===== src/rtl/systolic_skew_feeder.sv =====
// Operand skew front-end and tile sequencer for an n x n systolic MAC array.
// Build option FEEDER_STALL_EN: input bubbles freeze the array instead of injecting zeros.
module systolic_skew_feeder #(
    parameter int data_width = 8,
    parameter int n          = 2,
    parameter int skew       = 2,
    parameter int klen_width = 16
) (
    input  logic                    clk,
    input  logic                    rst,
    input  logic                    start,
    input  logic [klen_width-1:0]   k_len,
    input  logic                    s_valid,
    output logic                    s_ready,
    input  logic [n*data_width-1:0] s_a,
    input  logic [n*data_width-1:0] s_b,
    output logic [n*data_width-1:0] arr_a,
    output logic [n*data_width-1:0] arr_b,
    output logic                    arr_en,
    output logic                    arr_rst,
    output logic                    busy,
    output logic                    done
);

    // Long enough for the last operand pair to traverse the array corner to corner.
    localparam int flush_len = skew * (2 * n - 2) + 4;
    localparam int flush_w   = $clog2(flush_len + 1);

    typedef enum logic [2:0] {IDLE, CLEAR, STREAM, FLUSH, DONE} state_t;

    state_t                  state_reg, state_next;
    logic [klen_width-1:0]   klen_reg;
    logic [klen_width-1:0]   beat_cnt_reg;
    logic [flush_w-1:0]      flush_cnt_reg;
    logic [n*data_width-1:0] stage0_a_reg;
    logic [n*data_width-1:0] stage0_b_reg;
    logic                    accept;
    logic                    last_beat;
    logic                    advance;
    logic                    clear_chains;

    assign accept       = (state_reg == STREAM) && s_valid;
    assign last_beat    = accept && (beat_cnt_reg == klen_reg - klen_width'(1));
    assign clear_chains = (state_reg == CLEAR);

`ifdef FEEDER_STALL_EN
    assign advance = accept || (state_reg == FLUSH);
`else
    assign advance = (state_reg == STREAM) || (state_reg == FLUSH);
`endif

    always_comb begin
        state_next = state_reg;
        case (state_reg)
            IDLE:    if (start) state_next = CLEAR;
            CLEAR:   state_next = (klen_reg != '0) ? STREAM : FLUSH;
            STREAM:  if (last_beat) state_next = FLUSH;
            FLUSH:   if (flush_cnt_reg == '0) state_next = DONE;
            DONE:    state_next = IDLE;
            default: state_next = IDLE;
        endcase
    end

    always_ff @(posedge clk or negedge rst) begin
        if (!rst) begin
            state_reg     <= IDLE;
            klen_reg      <= '0;
            beat_cnt_reg  <= '0;
            flush_cnt_reg <= '0;
        end else begin
            state_reg <= state_next;
            if (state_reg == IDLE && start) begin
                klen_reg     <= k_len;
                beat_cnt_reg <= '0;
            end else if (accept && beat_cnt_reg != klen_reg) begin
                beat_cnt_reg <= beat_cnt_reg + klen_width'(1);
            end
            if (state_reg != FLUSH && state_next == FLUSH) begin
                flush_cnt_reg <= flush_w'(flush_len - 1);
            end else if (state_reg == FLUSH && flush_cnt_reg != '0) begin
                flush_cnt_reg <= flush_cnt_reg - flush_w'(1);
            end
        end
    end

    // Stage 0 captures the whole beat; bubbles and flush cycles load zeros.
    always_ff @(posedge clk or negedge rst) begin
        if (!rst) begin
            stage0_a_reg <= '0;
            stage0_b_reg <= '0;
        end else if (clear_chains) begin
            stage0_a_reg <= '0;
            stage0_b_reg <= '0;
        end else if (advance) begin
            stage0_a_reg <= accept ? s_a : '0;
            stage0_b_reg <= accept ? s_b : '0;
        end
    end

    genvar gi;
    generate
        for (gi = 0; gi < n; gi++) begin : g_lane
            if (gi == 0 || skew == 0) begin : g_direct
                assign arr_a[gi*data_width +: data_width] = stage0_a_reg[gi*data_width +: data_width];
                assign arr_b[gi*data_width +: data_width] = stage0_b_reg[gi*data_width +: data_width];
            end else begin : g_chain
                localparam int depth = skew * gi;
                logic [data_width-1:0] a_sr [depth];
                logic [data_width-1:0] b_sr [depth];

                always_ff @(posedge clk or negedge rst) begin
                    if (!rst) begin
                        for (int k = 0; k < depth; k++) begin
                            a_sr[k] <= '0;
                            b_sr[k] <= '0;
                        end
                    end else if (clear_chains) begin
                        for (int k = 0; k < depth; k++) begin
                            a_sr[k] <= '0;
                            b_sr[k] <= '0;
                        end
                    end else if (advance) begin
                        a_sr[0] <= stage0_a_reg[gi*data_width +: data_width];
                        b_sr[0] <= stage0_b_reg[gi*data_width +: data_width];
                        for (int k = 1; k < depth; k++) begin
                            a_sr[k] <= a_sr[k-1];
                            b_sr[k] <= b_sr[k-1];
                        end
                    end
                end

                assign arr_a[gi*data_width +: data_width] = a_sr[depth-1];
                assign arr_b[gi*data_width +: data_width] = b_sr[depth-1];
            end
        end
    endgenerate

    assign s_ready = (state_reg == STREAM);
    assign arr_en  = advance;
    assign arr_rst = (state_reg == CLEAR);
    assign busy    = (state_reg != IDLE);
    assign done    = (state_reg == DONE);

endmodule


===== config.mk =====
export PLATFORM = sky130hd
export DESIGN_NAME = systolic_skew_feeder
export DESIGN_NICKNAME = d
export VERILOG_FILES = /design/src/rtl/systolic_skew_feeder.sv
export SDC_FILE = /design/constraint.sdc
export NUM_CORES = 1
export LEC_CHECK = 0
export BUFFER_PORTS_ARGS = -buffer_cell sky130_fd_sc_hd__buf_4
export CAP_MARGIN = 20
export CORE_ASPECT_RATIO = 0.75
export CORE_UTILIZATION = 44
export DETAILED_ROUTE_END_ITERATION = 7
export HOLD_SLACK_MARGIN = 0.1
export PLACE_DENSITY = 0.65
export SLEW_MARGIN = 15
export SYNTH_ARGS = -nofsm -noshare
export SYNTH_HDL_FRONTEND = slang
export SYNTH_SLANG_ARGS = --single-unit

===== constraint.sdc =====
create_clock -name clk -period 5.1 [get_ports clk]
set_input_delay 0.255 -clock clk [delete_from_list [all_inputs] [get_ports clk]]
set_output_delay 0.255 -clock clk [all_outputs]
set_load 0.01 [all_outputs]

==> flow_metrics.py, run 1 <==
metrics = {
    "placement": {
        "dp_hpwl_mm": 7.73,
        "numPortBuffers": 88,
        "gp_congestion": 0.912,
    },
    "logic_synthesis": {
        "synth_seq_cells": 103,
        "async_flop_share": 1.00,
        "ys_seq_area_frac": 0.523,
        "synthDistinctLibCells": 47,
        "yosysWarnings": 0,
        "synth_ff_type": "dfrtp_1",
        "synthesis.area_um2": 4930,
        "synth_edf_count": 0,
        "synth.net_count": 521,
        "avgSynthCellArea_um2": 10.6,
        "syn_inst": 466,
    },
    "timing": {
        "final_max_slew_viol_count": 0,
        "fin_crit_sh": 0.560,
        "fmax_ghz": 0.350,
        "skew_ns": 0.00868,
        "hold_viol_final": 0,
        "worst_slew_pin_slew_ns": 0.793,
        "setup_tns_ns": 0,
        "relSlewSlack": 0.467,
        "setup_viol": 0,
        "rsz0062_at_grt": "no",
        "period_minus_slack_ns": 2.86,
    },
    "cells_and_area": {
        "drive_above_1_share": 0.225,
        "syn_to_final_growth_pct": 19.3,
        "fin_nets": 575,
        "seqCellArea_um2": 2580,
        "most-common-layout-cells": "dfrtp_1 (103), buf_4 (94), nand2_1 (68)",
        "antenna_cells": 0,
        "final_common_cell": "dfrtp_1",
        "multiInputGateArea_um2": 1960,
        "n_fill_cell": 967,
        "utilization": 0.539,
    },
    "worst_setup_path": {
        "worstPathArrival_ns": 3.10,
        "path_class": "reg -> reg",
        "cp_cell_sequence": "inv_1 -> ha_1 -> nor4b_1 -> nand3_1 -> o2bb2ai_1 -> a2111oi_1 -> nand4_1 -> and3b_1",
        "critPathMaxFanout": 9,
        "r2r-start": "klen_reg[1]$_DFFE_PN0P_",
        "cp-start-kind": "flop",
        "max_stage_delay_ns": 0.60,
        "endpoint_kind": "flop",
        "required_ns": 5.34,
        "startpoint": "klen_reg[1]$_DFFE_PN0P_",
        "critPathSlowestCell": "nor4b_1",
    },
    "route": {
        "wl_mm": 11.3,
        "drc_errors": 0,
        "final_antenna_net_count": 0,
        "vias": 3680,
        "viasPerCell": 5.53,
        "wl_per_cell_um": 17.0,
        "drtIter0Drc": 241,
        "dr.pass1.iters": 5,
    },
    "grt": {
        "grt_antenna_before_repair": 0,
        "grt_max_degree": 66,
        "grt_pass1_wl_mm": 18.5,
        "track_usage": 0.211,
        "grt-ovfl-total": 0,
        "grt_pass1_vias": 3666,
    },
    "floorplanning": {
        "die_w_um": 124,
        "num_rows": 33,
        "initial_utilization": 0.452,
        "core_area_um2": 10900,
        "die-area_um2": 11600,
        "io_pins": 89,
        "die_h_um": 93.6,
    },
    "clocking": {
        "post_cts_buffers": 0,
        "htreeDepth": 3,
        "cts_tree": "yes",
        "cts_hold_buf": 13,
        "clk_pin_slew_ns": 0.07,
        "clock_latency_ns": 0.35,
        "root_buffer": "clkbuf_16",
        "clk_path_buf_depth": 2,
        "cts.sinks": 103,
        "cts_buffers": 9,
        "ctsResizeCount": 0,
    },
    "power": {
        "leakagePower_nw": 2.78,
        "powerDensity_nw_per_um2": 553,
        "finalPower_mw": 3.25,
        "peakVddDrop_mv": 0.242,
    },
    "hold_path": {
        "min_from": "k_len[6]",
        "hp-class": "in -> reg",
    },
    "outcome": {
        "status": "complete, no violations",
    },
    "run": {
        "drv_cap": 0,
    },
}
[through the flow]
stage          hold slack (ns)  cell area (µm²)  setup WS, ns  std cells
2_1_floorplan          -0.0406             4930          2.76        466
3_3_place_gp             0.313             5450          2.47        636
3_5_place_dp             0.312             5450          2.25        636
4_1_cts                  0.106             5880          2.25        665
5_1_grt                  0.112             5880          2.00        665
6_report                 0.116             5880          2.24        665
[where the power goes]
part	internal, mW	switching (mW)
Sequential	1.10	0.299
Clock	0.346	0.326
Combinational	0.561	0.614
Total	2.01	1.24
[synth_stat cells (all sizes together), types with 3 or more instances]
cell / number / share of area
nor3b: 4 / 0.0061
a2111oi: 11 / 0.021
nand4: 5 / 0.0064
and3: 3 / 0.0038
nor3: 7 / 0.0071
nor2: 25 / 0.019
and2: 3 / 0.0038
nand2: 68 / 0.052
ha: 3 / 0.0076
xnor2: 26 / 0.046
xor2: 14 / 0.025
clkbuf: 25 / 0.019
o21ai: 6 / 0.0061
buf: 39 / 0.057
dfrtp: 103 / 0.52
inv: 7 / 0.0053
a21oi: 3 / 0.0030
nand3: 14 / 0.015
nor4: 8 / 0.014
a22o: 64 / 0.11
a211oi: 4 / 0.0061
[cell families after synthesis]
family | share of synthesized area
AOI/OAI and AO/OA | 0.172
adders and majority gates | 0.00762
muxes | 0.00406
DFF | 0.523
and+or+nand+nor | 0.141
buffers and inverters | 0.0810
xor gates and xnor gates | 0.0711
[critical path, delay by kind of cell (launching register included)]
family | cells | cell delay [ns]
fa+ha+maj | 1 | 0.34
simple gates | 4 | 1.36
flops | 1 | 0.44
buf+inv | 1 | 0.10
compound gates | 2 | 0.52
[path summary, 6_finish.rpt]
kind / to / slack, ns / cells past startpoint
min in group asynchronous: beat_cnt_reg[15]$_DFFE_PN0P_ / 0.47 / 2
max: flush_cnt_reg[3]$_DFFE_PN0P_ / 2.24 / 8
max reg2reg: flush_cnt_reg[3]$_DFFE_PN0P_ / 2.24 / 8
max in group asynchronous: beat_cnt_reg[6]$_DFFE_PN0P_ / 3.49 / 3
min: klen_reg[6]$_DFFE_PN0P_ / 0.12 / 3
min reg2reg: stage0_a_reg[13]$_DFFE_PN0P_ / 0.50 / 1
[metal layers]
| layer | up-vias | share of wire | global-route usage |
|---|---|---|---|
| li1 | 1733 | - | - |
| met1 | 1834 | 0.48 | 0.291 |
| met5 | - | 0 | 0 |
| met3 | 13 | 0.048 | 0.0512 |
| met4 | 0 | 0.015 | 0.0685 |
| met2 | 100 | 0.46 | 0.324 |
[layout make-up]
type                    count  area share
multi-input cells         292       0.334
clock inverters             7      0.0124
inverters                   7     0.00447
flip-flops and latches    103       0.439
clock buffers               9      0.0383
well taps                 140      0.0298
repair buffers            107       0.142
Power figures use the tool's default switching activity.
==> run 2, diff against run 1 <==
- clock period: 5.1 -> 2.85 ns (I/O delays scaled with it)
==> flow_metrics.py, run 2 (same netlist as run 1, synthesis figures left out) <==
metrics = {
    "cells_and_area": {
        "final_common_cell": "dfrtp_1",
        "syn_to_final_growth_pct": 27.3,
        "fin_nets": 617,
        "antenna_cells": 0,
        "drive_above_1_share": 0.217,
        "most-common-layout-cells": "dfrtp_1 (103), buf_4 (99), nand2_1 (68)",
        "final_cells": 707,
        "n_fill_cell": 912,
    },
    "route": {
        "vias": 3782,
        "drtIter0Drc": 253,
        "wl_per_cell_um": 16.6,
        "final_antenna_net_count": 0,
        "viasPerCell": 5.35,
        "wl_mm": 11.7,
        "dr.pass1.iters": 5,
        "drc_errors": 0,
    },
    "timing": {
        "worst_slack_ns": 0.229,
        "rsz0062_at_grt": "no",
        "relSlewSlack": 0.474,
        "fin_crit_sh": 0.920,
        "setup_viol": 0,
        "worst_slew_pin_slew_ns": 0.789,
        "skew_ns": 0.00868,
        "fmax_ghz": 0.382,
        "period_minus_slack_ns": 2.62,
        "setup_tns_ns": 0,
        "hold_viol_final": 0,
        "final_max_slew_viol_count": 0,
    },
    "clocking": {
        "post_cts_buffers": 0,
        "cts_buffers": 9,
        "clk_path_buf_depth": 2,
        "htreeDepth": 3,
        "ctsResizeCount": 0,
        "clock_latency_ns": 0.35,
        "cts.sinks": 103,
        "root_buffer": "clkbuf_16",
        "clk_pin_slew_ns": 0.07,
        "cts_tree": "yes",
    },
    "floorplanning": {
        "die_h_um": 93.6,
        "io_pins": 89,
        "num_rows": 33,
        "die_w_um": 124,
        "initial_utilization": 0.452,
        "die-area_um2": 11600,
        "core_area_um2": 10900,
    },
    "placement": {
        "gp_congestion": 0.921,
        "pre_cts_ws_ns": 0.238,
        "dp.cells": 642,
        "numPortBuffers": 88,
        "dp_hpwl_mm": 7.79,
    },
    "worst_setup_path": {
        "critPathMaxFanout": 9,
        "rr_worst_depth": 6,
        "reg2reg_to": "flush_cnt_reg[3]$_DFFE_PN0P_",
        "cp-start-kind": "flop",
        "path_class": "reg -> reg",
        "endpoint_kind": "flop",
        "required_ns": 3.08,
        "worstPathArrival_ns": 2.85,
        "regToRegSetupSlack_ns": 0.23,
        "r2r-start": "klen_reg[2]$_DFFE_PN0P_",
    },
    "power": {
        "p_sw_frac": 0.377,
        "leakagePower_nw": 2.95,
        "powerDensity_nw_per_um2": 934,
        "comb_power_share": 0.373,
        "clockPowerShare": 0.199,
        "intPower_mw": 3.65,
        "p_sw_mw": 2.21,
        "p_seq_frac": 0.429,
        "peakVddDrop_mv": 0.454,
    },
    "run": {
        "drv_cap": 0,
    },
    "hold_path": {
        "hold-path-endpoint": "klen_reg[11]$_DFFE_PN0P_",
        "min_from": "start",
        "hp-class": "in -> reg",
        "holdPathStages": 4,
    },
    "grt": {
        "grt-ovfl-total": 0,
        "grt_pass1_wl_mm": 18.7,
        "grt_antenna_before_repair": 0,
        "track_usage": 0.212,
        "grt_pass1_vias": 3647,
        "grt_max_degree": 62,
    },
    "outcome": {
        "status": "complete, no violations",
    },
}
-- run 2: through the flow --
stage | total power, mW | instance area [µm²] | util | hold slack (ns)
5_1_grt | 6.23 | 6270 | 0.575 | 0.360
2_1_floorplan | 4.05 | 4930 | - | -0.153
3_3_place_gp | 4.60 | 5510 | 0.505 | 0.270
4_1_cts | 5.87 | 6270 | 0.575 | 0.306
6_report | 5.86 | 6270 | 0.575 | 0.319
3_5_place_dp | 4.64 | 5510 | 0.505 | 0.277
-- run 2: how the worst max path moves through the flow --
stage | startpoint | to | slack [ns] | cells after the start
global placement | klen_reg[2]$_DFFE_PN0P_ | flush_cnt_reg[3]$_DFFE_PN0P_ | 0.31 | 6
detailed placement | klen_reg[2]$_DFFE_PN0P_ | flush_cnt_reg[3]$_DFFE_PN0P_ | 0.24 | 6
floorplan | klen_reg[0]$_DFFE_PN0P_ | flush_cnt_reg[3]$_DFFE_PN0P_ | 0.51 | 9
finish | klen_reg[2]$_DFFE_PN0P_ | flush_cnt_reg[3]$_DFFE_PN0P_ | 0.23 | 6
CTS | klen_reg[2]$_DFFE_PN0P_ | flush_cnt_reg[3]$_DFFE_PN0P_ | 0.22 | 6
global route | klen_reg[2]$_DFFE_PN0P_ | flush_cnt_reg[3]$_DFFE_PN0P_ | 0.05 | 6
-- run 2: final cells by class --
cell class	instances	area, µm²	area share
flip-flops and latches	103	2580	0.411
multi-input cells	292	1960	0.313
repair buffers	149	1250	0.200
clock buffers	10	229	0.0365
well taps	140	175	0.0279
clock inverters	6	45.0	0.00718
inverters	7	26.3	0.00419
-- run 2: what timing repair did --
action / 4_1_cts / 5_1_grt
hold buffers: 49 / 0
endpoints found under the hold margin: 107 / 0
endpoints found under the setup margin: 0 / 0
-- run 2: per-layer routing --
layer	part of all wire	GRT usage	wire length, µm	vias to the layer above
met5	0	0	0	-
met4	0.013	0.0546	152	0
met3	0.045	0.0482	528	17
met2	0.43	0.304	5100	108
met1	0.51	0.320	5960	1847
li1	-	-	-	1810
-- run 2: power by group through the flow --
stage | Combinational [mW] | Clock, mW | Sequential [mW]
after global placement | 2.10 | 0 | 2.50
after CTS | 2.19 | 1.18 | 2.50
after detailed placement | 2.12 | 0 | 2.52
final | 2.18 | 1.16 | 2.51
after floorplan | 1.76 | 0 | 2.29
after global routing | 2.41 | 1.25 | 2.58
-- run 2: worst max-delay path: stages (launching register included) --
cell and delay (ns):
dfrtp_1 0.50, nor4_4 0.45, nand3_2 0.17, or4_1 0.49, a2111oi_1 0.39, nand4_1 0.26, and3b_1 0.24
